==> src/rtl/pipeline_hazard_ctrl.sv <==
// Hazard and stall controller for a 4-stage register pipeline.
// Drives operand-forwarding selects, load-use bubbles, front-end flushes after
// a taken jump and a full-pipeline freeze while data memory is busy. It also
// keeps a saturating stall-cycle counter.
//
// Ports:
//   clk, rst                    clock, asynchronous active-low reset
//   id_r2/id_r3, id_use_r2/3    decode-stage sources and their read enables
//   ex_*, mem_*, wb_*           destination/control fields of ID/EX, EX/MEM, MEM/WB
//   ex_jmp_taken                jump resolved taken in EX
//   mem_ready                   data memory finishes its access this cycle
//   clr_cnt                     synchronous clear of stall_cnt
//   hold_front, hold_all        hold PC+IF/ID, hold PC+all pipeline registers
//   bubble_ex, flush_front      NOP into ID/EX, clear IF/ID
//   fwd_a, fwd_b                0 regfile, 1 EX/MEM ALU result, 2 MEM/WB result
//   state                       0 RUN, 1 LDSTALL, 2 FLUSH
//   stall_cnt                   saturating stall-cycle count
module pipeline_hazard_ctrl #(
    parameter int unsigned REG_W        = 4,
    parameter int unsigned CNT_W        = 16,
    parameter int unsigned FLUSH_CYCLES = 1
) (
    input  logic             clk,
    input  logic             rst,
    input  logic [REG_W-1:0] id_r2,
    input  logic [REG_W-1:0] id_r3,
    input  logic             id_use_r2,
    input  logic             id_use_r3,
    input  logic [REG_W-1:0] ex_destr,
    input  logic             ex_wreg,
    input  logic             ex_rmem,
    input  logic [REG_W-1:0] mem_destr,
    input  logic             mem_wreg,
    input  logic             mem_rmem,
    input  logic             mem_wmem,
    input  logic [REG_W-1:0] wb_destr,
    input  logic             wb_wreg,
    input  logic             ex_jmp_taken,
    input  logic             mem_ready,
    input  logic             clr_cnt,
    output logic             hold_front,
    output logic             hold_all,
    output logic             bubble_ex,
    output logic             flush_front,
    output logic [1:0]       fwd_a,
    output logic [1:0]       fwd_b,
    output logic [1:0]       state,
    output logic [CNT_W-1:0] stall_cnt
);

    localparam int unsigned     FC_W    = (FLUSH_CYCLES > 1) ? $clog2(FLUSH_CYCLES) : 1;
    localparam logic [FC_W-1:0] FC_INIT = FC_W'(FLUSH_CYCLES - 1);
    localparam logic [CNT_W-1:0] CNT_MAX = '1;

    typedef enum logic [1:0] {
        ST_RUN     = 2'd0,
        ST_LDSTALL = 2'd1,
        ST_FLUSH   = 2'd2
    } state_t;

    state_t           state_q, state_d;
    logic [FC_W-1:0]  fcnt_q, fcnt_d;
    logic [CNT_W-1:0] stall_cnt_q;
    logic             mem_busy;
    logic             load_use;

    // Freeze condition; gated so everything reads idle while reset is held.
    assign mem_busy = rst & (mem_rmem | mem_wmem) & ~mem_ready;

    assign load_use = ex_rmem & ex_wreg &
                      ((id_use_r2 & (ex_destr == id_r2)) |
                       (id_use_r3 & (ex_destr == id_r3)));

    // MEM beats WB; a load in EX/MEM has no data yet, so it never forwards.
    function automatic logic [1:0] fwd_sel(input logic [REG_W-1:0] r, input logic use_r);
        if (use_r && mem_wreg && !mem_rmem && (mem_destr == r)) begin
            return 2'd1;
        end else if (use_r && wb_wreg && (wb_destr == r)) begin
            return 2'd2;
        end
        return 2'd0;
    endfunction

    assign fwd_a = rst ? fwd_sel(id_r2, id_use_r2) : 2'd0;
    assign fwd_b = rst ? fwd_sel(id_r3, id_use_r3) : 2'd0;

    // State and flush-counter registers.
    always_ff @(posedge clk or negedge rst) begin
        if (!rst) begin
            state_q <= ST_RUN;
            fcnt_q  <= '0;
        end else begin
            state_q <= state_d;
            fcnt_q  <= fcnt_d;
        end
    end

    // Next-state logic; nothing advances while memory is busy.
    always_comb begin
        state_d = state_q;
        fcnt_d  = fcnt_q;
        if (!mem_busy) begin
            unique case (state_q)
                ST_RUN: begin
                    if (ex_jmp_taken) begin
                        // The jump cycle itself is the first flush cycle.
                        if (FLUSH_CYCLES > 1) begin
                            state_d = ST_FLUSH;
                            fcnt_d  = FC_INIT;
                        end
                    end else if (load_use) begin
                        state_d = ST_LDSTALL;
                    end
                end
                ST_LDSTALL: state_d = ST_RUN;
                ST_FLUSH: begin
                    if (fcnt_q <= FC_W'(1)) begin
                        state_d = ST_RUN;
                        fcnt_d  = '0;
                    end else begin
                        fcnt_d = fcnt_q - FC_W'(1);
                    end
                end
                default: begin
                    state_d = ST_RUN;
                    fcnt_d  = '0;
                end
            endcase
        end
    end

    // Pipeline control outputs from current state and inputs.
    always_comb begin
        hold_front  = 1'b0;
        hold_all    = mem_busy;
        bubble_ex   = 1'b0;
        flush_front = 1'b0;
        if (rst && !mem_busy) begin
            unique case (state_q)
                ST_RUN: begin
                    if (ex_jmp_taken) begin
                        flush_front = 1'b1;
                        bubble_ex   = 1'b1;
                    end else if (load_use) begin
                        hold_front = 1'b1;
                        bubble_ex  = 1'b1;
                    end
                end
                ST_LDSTALL: begin
                    hold_front = 1'b1;
                    bubble_ex  = 1'b1;
                end
                ST_FLUSH: begin
                    flush_front = 1'b1;
                    bubble_ex   = 1'b1;
                end
                default: ;
            endcase
        end
    end

    // Saturating stall counter; clear wins over increment.
    always_ff @(posedge clk or negedge rst) begin
        if (!rst) begin
            stall_cnt_q <= '0;
        end else if (clr_cnt) begin
            stall_cnt_q <= '0;
        end else if ((hold_front || hold_all) && (stall_cnt_q != CNT_MAX)) begin
            stall_cnt_q <= stall_cnt_q + CNT_W'(1);
        end
    end

    assign state     = state_q;
    assign stall_cnt = stall_cnt_q;

endmodule

==> config.mk <==
export PLATFORM = sky130hd
export DESIGN_NAME = pipeline_hazard_ctrl
export DESIGN_NICKNAME = d
export VERILOG_FILES = /design/src/rtl/pipeline_hazard_ctrl.sv
export SDC_FILE = /design/constraint.sdc
export NUM_CORES = 1
export LEC_CHECK = 0
export CAP_MARGIN = 20
export CORE_ASPECT_RATIO = 0.75
export CORE_UTILIZATION = 39
export CTS_CLUSTER_DIAMETER = 50
export DETAILED_ROUTE_END_ITERATION = 6
export PLACE_DENSITY = 0.79
export SLEW_MARGIN = 25
export SYNTH_ARGS = -nofsm -noshare
export SYNTH_HDL_FRONTEND = slang
export SYNTH_SLANG_ARGS = --single-unit
export TNS_END_PERCENT = 100
==> constraint.sdc <==
create_clock -name clk -period 2 [get_ports clk]
set_input_delay 0.3 -clock clk [delete_from_list [all_inputs] [get_ports clk]]
set_output_delay 0.3 -clock clk [all_outputs]
set_load 0.03 [all_outputs]
==> run metrics, run 1 <==
Max-cap violations=0; top cell type's share of synthesized area=30.2%; initial drt markers=137; count leader, synth=nor2_1; root buffer cell=clkbuf_8; flop2flop setup slack=30 ps; crit path max fanout=4; total die area=3850 sq um; Slew HR=65.1%; initial antenna violation count=1; Critical Path Start=stall_cnt[10]; critical path endpoint=stall_cnt[8]; Synth Area in Compound Gates=15.7%; most frequent cells after synthesis=20 x nor2_1, 17 x dfrtp_1, 16 x xnor2_1, 14 x xor2_1, 11 x nand3_1; H-tree depth=1; clock latency on the worst-skew pair=260 ps; global route overflow=0; critical path data required time=2150 ps; register area share after synthesis=30.2%; CTS Buf Count=3; Synth Area in XOR/XNOR=18.7%; Top Ports=59; LEAKAGE=1.05 nW; Reg area=430 sq um; routed vias=1586; Yosys top cell by area=dfrtp_1; largest cells by area after synthesis=dfrtp_1 30%, xnor2_1 10%, xor2_1 8.7%; status=finished, violations left; total power=892 uW; Post-Syn Nets=189; global-route wire length before repair=7.91 mm; Die H=54.0 um; Reg clk slew, reported paths=70 ps; RSZ-0062 raised after global routing=yes; P per Cell Area=360 nW/um^2; Pre-Repair DR Iteration Count=6; Worst setup EP type=flip-flop; pin count of the biggest net entering global routing=24; Adder-Cell Fraction of Synth Area=0.890%; synth-to-layout area growth=76.2%; Max rail drop VDD=0.384 mV; Global Route Usage Sum=27.2%; Placed Area=2240 sq um; DP HPWL=3.61 mm; Setup TNS=0 ps; worst r2r dst=stall_cnt[8]; R2R depth=7; CP startpoint kind=flip-flop; wire per inst=17.9 um; Slew Limit Fails=0; Mean Syn Cell Area=9.07 sq um; residual DRC count=1; critical path class=reg2reg; filler cell count=217; largest family of logic cells by synthesized area=simple AND/OR/NAND/NOR gates; post-synthesis simple-gate area fraction=26.8%; GPL Wtd Cong=0.908; CTS Buffer Depth=2; Setup Skew=6.77 ps; Main synth FF type=dfrtp_1; final net count=286; Rows=18; Least-Margin Pin Slew=518 ps; synthesized area=1410 sq um; final setup fails=0; CTS tree=done; hold_buf cts=0; Port Buffers=57; die width=71.3 um; post-route cell area=2480 sq um; worst r2r src=stall_cnt[10]; period utilization=98.4%; FMAX=508 MHz; min Tclk post-route=1970 ps; DR vias/cell=5.43; post-route ant nets=0; worst hold path class=in2async; final hold violations=0; synth warn=0; proportion of synthesized area in mux cells=4.72%; Post-Syn Instances=155; violated checks=design-rule violations; #FFs+latches synth=17; Initial Utilization=41.9%; ratio of cells with drive above 1 in the final layout=33.5%; Synth cell types=44; Crit path arrival time=2110 ps; Post-Route WL=5.23 mm; Post-synth ARST share=100%; vias in the first global route=1601; number of synthesized flops with an enable pin=0; clock net sink count=17; footprint of the multi-input gates=1070 sq um; core area=3360 sq um
==> where the power goes <==
group          total, mW  switching [mW]  internal, mW
sequential         0.349         0.00248         0.346
combinational      0.283           0.145         0.138
clock              0.260           0.119         0.142
==> what timing repair did <==
item,4_1_cts,5_1_grt
setup buffers,5,3
pin swaps,12,10
endpoints found under the setup margin,15,16
gates resized for setup,25,12
==> layout by cell type (no fill, tap or decap), types with 2 or more instances in the layout <==
cell type / n
a2111oi_4: 2
a21o_1: 2
a21oi_2: 3
and2_1: 2
and3_4: 3
buf_4: 46
clkbuf_8: 3
clkdlybuf4s50_1: 33
dfrtp_1: 13
dfrtp_2: 4
dlygate4sd2_1: 12
dlymetal6s2s_1: 4
inv_1: 4
mux2_1: 3
mux2_2: 2
nand2_1: 6
nand3_1: 9
nand3_2: 2
nand4_1: 7
nor2_1: 20
nor2b_1: 6
nor3_1: 2
nor3_2: 2
nor3_4: 2
nor4_1: 2
nor4_2: 2
xnor2_1: 16
xor2_1: 12
xor2_2: 2
==> per-stage QoR <==
stage | worst slack, ps | hold slack, ps | std cells | util (%)
after floorplan | 10.6 | 4.41 | 155 | -
after global placement | -317 | 576 | 279 | 66.9
after detailed placement | -363 | 587 | 279 | 66.9
after CTS | 0.0249 | 369 | 288 | 71.6
after global routing | -34.2 | 383 | 292 | 73.9
final | 32.5 | 368 | 292 | 73.9
==> routing by layer <==
| metal | vias up | GRT usage [%] | wire length, um |
|---|---|---|---|
| met2 | 61 | 45.6 | 2430 |
| met1 | 762 | 35.7 | 2370 |
| met4 | 0 | 8.67 | 133 |
| met3 | 12 | 5.81 | 295 |
| li1 | 751 | - | - |
| met5 | - | 0 | 0 |
==> layout make-up <==
type	instances	share of cell area, %
multi-input combinational	129	43.3
timing repair buffer	97	34.8
sequential	17	17.4
tap	40	2.02
clock buffer	4	1.82
inverter	4	0.606
antenna	1	0.101
==> sequential cells by signal, indices dropped and copies added, names as in the netlist <==
| name | flops |
|---|---|
| state | 1 |
| stall_cnt | 16 |
==> worst max-delay path: stages, from the launching register on <==
cell and delay, ps:
dfrtp_1 370, and4_4 240, buf_4 130, nand4_1 200, o211ai_1 380, a21oi_4 80, nand3_1 120, mux2_2 330
==> logic make-up (layout without fill, tap and decap cells) <==
logic type      Yosys count  count (layout)
compound gates           22              22
xor+xnor                 30              30
fa+ha+maj                 1               1
buf+inv                   9             105
flops                    17              17
mux                       6               6
other cells               1               2
simple gates             69              69
==> how the worst min path moves through the flow <==
stage | from | to | slack [ps] | cells after the start
global route | rst | stall_cnt[2] | 380 | 2
global placement | stall_cnt[3] | stall_cnt[4] | 580 | 1
floorplan | rst | stall_cnt[0] | 4 | 0
CTS | rst | stall_cnt[2] | 370 | 2
finish | rst | stall_cnt[2] | 370 | 2
detailed placement | stall_cnt[3] | stall_cnt[4] | 590 | 1
Power figures use the tool's default switching activity.
==> run 2, diff against run 1 <==
- ABC_AREA: default -> 1
- CORE_ASPECT_RATIO: 0.75 -> 0.6
- CORE_UTILIZATION: 39 -> 40
- GPL_TIMING_DRIVEN: default -> 1
==> run 2 against run 1 <==
Compared with the run above: combinational power shrank 8.1%; area after synthesis grew 12%; critical path depth grew 4; the run now ends clean; first-iteration DRC count shrank 11%; non-clock buffer count shrank 17; clock skew shrank 5.3 ps; sequential share of layout area shrank 0.14 points; flip-flop and latch count is the same; global-route usage shrank 3.1 points; synthesized cell count grew 52%; worst setup slack lost 19 ps; cell count grew 23%; critical path type unchanged; largest cell class unchanged.
==> run metrics, run 2 <==
critical-path cell list=ha_4 > nand3_4 > inv_2 > nand3_4 > nor2_4 > nand3_4 > nor2_4 > nand4_4 > buf_4 > nand4_1 > nand2_1; slowest cell on the critical path=dfrtp_1; Crit path depth=11; CTS Buf Count=3; Placed Area=2270 sq um; Setup TNS=0 ps; GPL Wtd Cong=0.940; routed vias=1854; pin count of the biggest net entering global routing=32; Adder-Cell Fraction of Synth Area=0.797%; H-tree depth=1; most frequent CP cell=nand3_4; P per Cell Area=356 nW/um^2; wire per inst=14.4 um; Top Ports=59; Rows=17; clock net sink count=17; Crit path arrival time=2140 ps; sw frac=31.0%; Pint=609 uW; post-route cell area=2480 sq um; Pre-Repair DR Iteration Count=6; Post-synth ARST share=100%; CTS Buffer Depth=2; post-synthesis simple-gate area fraction=44.3%; Port Buffers=57; filler cell count=311; vias in the first global route=1574; DR vias/cell=5.15; DP HPWL=3.84 mm; global-route wire length before repair=7.73 mm; global route overflow=0; Clock Power Share=30.8%; CTS tree=done; Slew Limit Fails=0; Die H=50.5 um; final setup fails=0; min Tclk post-route=1990 ps; initial drt markers=122; CP startpoint kind=flip-flop; largest family of logic cells by synthesized area=simple AND/OR/NAND/NOR gates; footprint of the multi-input gates=1060 sq um; post-layout util=66.9%; Main synth FF type=dfrtp_1; Initial Utilization=42.4%; Setup Skew=1.45 ps; #FFs+latches synth=17; register share of total power=39.7%; synth-to-layout area growth=57.9%; period utilization=99.3%; worst hold path class=in2async; crit path max fanout=6; commonest non-fill, non-tap cell in the layout=nand2_1; Reg area=427 sq um; Post-Syn Instances=236; sw power=274 uW; final net count=348; register area share after synthesis=27.1%; die width=82.9 um; antenna cells=0; Mean Syn Cell Area=6.65 sq um; residual DRC count=0; Yosys top cell by area=dfrtp_1; RSZ-0062 raised after global routing=yes; final hold violations=0; number of synthesized flops with an enable pin=0; proportion of synthesized area in mux cells=0%; LEAKAGE=1.31 nW; Synth Area in Compound Gates=4.15%; top cell type's share of synthesized area=27.1%; critical path buffer and inverter count=2; Reg clk slew, reported paths=70 ps; Post-Syn Nets=270; R2R depth=11; synthesized area=1570 sq um; initial antenna violation count=0; largest cells by area after synthesis=dfrtp_1 27%, nand2_1 12%, inv_1 8.9%; FMAX=503 MHz; Global Route Usage Sum=24.1%; ratio of cells with drive above 1 in the final layout=18.8%; count leader, synth=nand2_1; core area=3700 sq um; clock latency on the worst-skew pair=260 ps; dpl ws=-160 ps; Synth cell types=31; total die area=4190 sq um; critical path data required time=2150 ps; Max rail drop VDD=0.208 mV; status=completed; CP top delay family=simple AND/OR/NAND/NOR gates; most frequent cells in the layout=50 x nand2_1, 35 x clkdlybuf4s50_1, 33 x inv_1; hold_ws=165 ps; synth warn=0; post-route ant nets=0; largest stage delay on the critical path=430 ps; Post-Route WL=5.18 mm; worst setup margin=13.6 ps; root buffer cell=clkbuf_8; hold_buf cts=0; Worst setup EP type=flip-flop; Combinational Power Share=29.5%; critical path class=reg2reg; most frequent cells after synthesis=52 x nand2_1, 37 x inv_1, 27 x nand3_1, 23 x nor2_1, 20 x nand4_1; max reg flops=16; Synth Area in XOR/XNOR=11.7%; Max-cap violations=0
[run 2: cell count changes after synthesis, sizes merged, moves of 6 or more]
cell	delta
nand2	+48
inv	+34
nand3	+19
nand4	+14
xnor2	-8
nor2b	-6
[run 2: cell type report]
cell class	count	share of cell area (%)
Inverter	38	5.76
Tap cell	47	2.37
Multi-Input combinational cell	174	42.7
Clock buffer	4	1.82
Sequential cell	17	17.2
Timing Repair Buffer	80	30.2
[run 2: per-layer routing]
metal	wire length, um	track usage [%]	part of all wire, %	vias up
li1	-	-	-	921
met1	2550	36.7	49	851
met2	2210	33.3	43	69
met3	302	4.11	5.8	13
met4	122	9.48	2.4	0
met5	0	0	0	-
[run 2: worst paths after layout]
kind / start / endpoint / slack (ps)
worst max-delay path: stall_cnt[0] / stall_cnt[15] / 10
worst min-delay path: rst / stall_cnt[4] / 170
worst max register to register: stall_cnt[0] / stall_cnt[15] / 10
worst min register to register: stall_cnt[9] / stall_cnt[9] / 590
max in group asynchronous: rst / stall_cnt[14] / 1670
min in group clk: stall_cnt[9] / stall_cnt[9] / 590
[run 2: stage by stage]
step                power (mW)  instances
floorplan                0.461        236
global placement         0.593        350
detailed placement       0.596        350
CTS                      0.861        354
global route             0.927        360
finish                   0.883        360
[run 2: kinds of logic after synthesis]
logic type / Yosys count
AOI/OAI and AO/OA: 11
xor gates and xnor gates: 21
adders and majority gates: 1
buffers and inverters: 45
DFF: 17
other: 1
and+or+nand+nor: 140
[run 2: power groups by stage]
stage	Clock (mW)	Sequential, mW	Combinational, mW
detailed placement	0	0.357	0.240
CTS	0.271	0.350	0.239
finish	0.271	0.351	0.260
global placement	0	0.356	0.237
floorplan	0	0.362	0.0988
global route	0.294	0.351	0.282
[run 2: what timing repair did]
action	4_1_cts	5_1_grt
endpoints found under the setup margin	5	21
gates resized for setup	11	27
buffers inserted	0	6
pin swaps	3	11
==> variant 1: new RTL, config.mk and constraints of run 1 <==
Set the parameter `CNT_W` to 12 (it was 16).
--- a/src/rtl/pipeline_hazard_ctrl.sv
+++ b/src/rtl/pipeline_hazard_ctrl.sv
@@ -19,3 +19,3 @@
     parameter int unsigned REG_W        = 4,
-    parameter int unsigned CNT_W        = 16,
+    parameter int unsigned CNT_W        = 12,
     parameter int unsigned FLUSH_CYCLES = 1
Ports: changed (resized stall_cnt); port bits go from 59 to 55. The function was not compared with the original's and may differ.
==> variant 1 against run 1 <==
Fmax down 1.6%; non-clock buffer count decreased by 25; setup slack worse by 0.031 ns; sequential cell count decreased by 4; wire length decreased by 18%; worst hold slack gained 0.20 ns; die area is 19% lower; area after synthesis shrank 20%; critical path depth down 1; design area fell by 22%; total power shrank 15%; register-to-register slack improved by 0.08 ns; clock power shrank 9.2%; via count is 14% lower; critical path type is now primary input to output pin; critical endpoint is now hold_front; largest power group unchanged.
==> variant 1: results (changes against run 1) <==
status = finished, final reports clean
Syn Nets = 168 (-11%)
total wire length = 4.29 mm (-18%)
DRT iter0 DRCs = 112 (-18%)
largest net degree at the start of global routing = 17 (-29%)
final RePlAce weighted congestion = 0.868 (-4.4%)
critical path startpoint = ex_jmp_taken
post-synthesis compound-gate area fraction = 14.9% (-0.72 points)
most frequent cells after synthesis = nor2_1 (16), xor2_1 (14), dfrtp_1 (13)
placed inst area = 1780 sq um (-21%)
adder-cell share of the synthesized area = 1.11% (+0.22 points)
worst setup path endpoint = hold_front
Final Non-Filler Cells = 242 (-17%)
antenna violations before repair = 0 (-1)
worst slack, placed = -0.199 ns (+0.165 ns)
sequential share of the synthesized area = 28.8% (-1.5 points)
delay-heaviest family, CP = buffers and inverters
fraction of layout cells with a size suffix above 1 = 25.2% (-8.2 points)
period utilization = 99.9% (+1.6 points)
Clock Skew = 0.00109 ns (-0.00568 ns)
detailed placement HPWL = 3.05 mm (-16%)
Layout area overhead = 71.8%
largest cells by area after synthesis = dfrtp_1 (29%), xor2_1 (11%), xnor2_1 (9.3%)
post-synthesis mux area share = 3.76% (-0.95 points)
routed vias = 1,359 (-14%)
reg-to-reg slack, setup = 0.11 ns (+0.08 ns)
count of different cell masters after synthesis = 35 (-20%)
mean area per synthesized cell = 8.44 sq um (-7.0%)
first-pass iteration count of the detailed router = 4 (-2)
cell-internal power = 0.000525 W (-16%)
GR Layer Usage met3 = 5.19% (-0.62 points)
M2 GR Usage = 44.9% (-0.70 points)
Clock power frac = 31.0% (+1.8 points)
slowest cell on the critical path = clkdlybuf4s50_1
Power Density = 391 nW/um^2 (+8.8%)
RR Endpoint = stall_cnt[2]
reg2reg start = stall_cnt[6]
worst endpoint data arrival time = 1.70 ns (-0.41 ns)
total sequential power = 0.000270 W (-23%)
vias in the first global route = 1,289 (-19%)
first-pass GRT wire length = 6.41 mm (-19%)
Peak VDD IR = 0.267 mV (-30%)
## variant 1: cell count changes after synthesis, moves of 3 or more
cell     delta
a21oi_1     +7
dfrtp_1     -4
nor2_1      -4
xnor2_1     -4
nor2b_1     -3
## variant 1: repair_timing
| item | 4_1_cts | 5_1_grt |
|---|---|---|
| hold endpoints to repair | 0 | 0 |
| pin swaps | 15 | 3 |
| setup buffers | 2 | 1 |
| endpoints found under the setup margin | 5 | 9 |
| resized for setup | 27 | 9 |
## variant 1: worst min-delay path by stage
stage	start	end	slack, ns	depth (start not counted)
floorplan	rst	stall_cnt[0]	0.004	0
global placement	stall_cnt[10]	stall_cnt[10]	0.58	2
detailed placement	stall_cnt[10]	stall_cnt[10]	0.58	2
CTS	rst	stall_cnt[11]	0.53	2
global route	rst	stall_cnt[11]	0.56	2
finish	rst	stall_cnt[11]	0.57	2
## variant 1: worst reg2reg max path, stage by stage (launching register included)
cell and delay (ns):
dfrtp_1 0.40, and3_1 0.25, nand3_1 0.16, o41ai_2 0.44
a21oi_4 0.08, buf_4 0.17, a21bo_1 0.20, a21oi_1 0.12
## variant 1: kinds of logic (layout without fill, tap and decap cells)
group	Yosys count	in the layout
simple gates	59	59
xor+xnor	26	26
compound gates	22	22
flops	13	13
buf+inv	8	80
mux	4	4
fa+ha+maj	1	1
other cells	1	1
## variant 1: metal layers
metal / vias up / wire length, um
met3: 26 / 357
met2: 95 / 2090
met1: 631 / 1680
met5: - / 0
met4: 0 / 167
li1: 607 / -
## variant 1: cell type report
class,count,area share (%)
clock buffers,3,2.12
clock inverters,1,0.258
inverters,4,0.773
multi-input cells,113,44.7
flip-flops and latches,13,16.7
well taps,36,2.32
repair buffers,72,33.1
==> variant 2: new RTL, config.mk and constraints of run 1 <==
Made on the original files. Put one more register stage on the output `stall_cnt`, cleared by the reset. The value now appears one clock later. The other outputs are not delayed to match. Comments in the files are not updated.
--- a/src/rtl/pipeline_hazard_ctrl.sv
+++ b/src/rtl/pipeline_hazard_ctrl.sv
@@ -173,3 +173,9 @@
     assign state     = state_q;
-    assign stall_cnt = stall_cnt_q;
+    always_ff @(posedge clk or negedge rst) begin
+        if (!rst) begin
+            stall_cnt <= '0;
+        end else begin
+            stall_cnt <= stall_cnt_q;
+        end
+    end
 
Formal check against the unedited RTL: not equivalent (Yosys sat finds a counterexample within 4 cycles, from zero or initial values and one cycle with rst low).
==> variant 2 against run 1 <==
Worst hold slack lost 0.28 ns; wire length rose by 4.1%; setup slack got worse by 0.0059 ns; design area grew 22%; clock skew shrank 0.0019 ns; synthesized cell count grew 9.7%; sequential share of layout area up 10 points; total power is 93% higher; sequential cell count increased by 16; area after synthesis up 22%; critical path depth is 1 lower; critical endpoint is now fwd_b[0].
==> variant 2: results (changes against run 1) <==
first-pass GRT wire length = 8.54 mm (+7.8%)
H-tree depth = 2 (+1)
Syn Nets = 204 (+7.9%)
worst setup path endpoint = fwd_b[0]
critical path startpoint = mem_wreg
Reg area = 827 sq um (+92%)
Antenna Cells = 0 (-1)
die footprint = 4650 sq um (+21%)
Worst path max stage delay = 0.46 ns (+0.08 ns)
routed vias/inst = 5.31 (-2.2%)
post-CTS sizing = 43 (+72%)
status = finished, final reports clean
crit path max fanout = 2 (-2)
largest cells by area after synthesis = dfrtp_1 (48%), xor2_1 (7.2%), xnor2_1 (5.6%)
gr usage total = 24.4% (-2.8 points)
worst slack, placed = -0.622 ns (-0.259 ns)
placed inst area = 2620 sq um (+17%)
Layout area overhead = 76.4%
final-layout clock-cell area share = 4.44% (+2.6 points)
GR Layer Usage met3 = 4.92% (-0.88 points)
RR Endpoint = stall_cnt_q[11]
buffering overhead = 31.1% (-3.7 points)
fraction of layout cells with a size suffix above 1 = 35.2% (+1.8 points)
sequential share of the synthesized area = 48.3% (+18 points)
Clock Skew = 0.00492 ns (-0.00185 ns)
CTS Buf Count = 5 (+2)
#MultiIn Comb = 133 (+3.1%)
Placed Instances = 319 (+14%)
largest net degree at the start of global routing = 20 (-17%)
GR Layer Usage met1 = 31.3% (-4.4 points)
final RePlAce weighted congestion = 0.801 (-12%)
path depth of the worst reg2reg path = 8 (+1)
detailed placement HPWL = 3.66 mm (+1.4%)
Remaining DRCs = 0 (-1)
post-synthesis compound-gate area fraction = 11.3% (-4.4 points)
most frequent cells after synthesis = dfrtp_1 (33), xor2_1 (14), nor2_1 (13)
DRT iter0 DRCs = 127 (-7.3%)
setup bufs post-CTS = 7 (+2)
cells after synthesis = 170 (+9.7%)
multi-input logic portion of the cell area = 34.6% (-8.7 points)
## variant 2: per-layer routing
| metal | up-vias | routed length (um) |
|---|---|---|
| met5 | - | 0 |
| met4 | 0 | 61 |
| met3 | 8 | 228 |
| met2 | 60 | 2760 |
| met1 | 883 | 2400 |
| li1 | 833 | - |
## variant 2: how the worst min path moves through the flow
stage,start,depth (start not counted),to,slack [ns]
global placement,rst,2,stall_cnt_q[14],0.37
global route,rst,2,stall_cnt_q[14],0.1
finish,rst,2,stall_cnt[7],0.08
CTS,rst,2,stall_cnt_q[14],0.07
floorplan,rst,0,stall_cnt[0],0.004
detailed placement,rst,2,stall_cnt_q[14],0.37
## variant 2: report_power, final
group          internal (W)  total, W  switching [W]
Combinational      0.000150  0.000301       0.000152
Sequential         0.000672  0.000675     0.00000281
Clock              0.000495  0.000748       0.000253
Total               0.00132   0.00172       0.000408
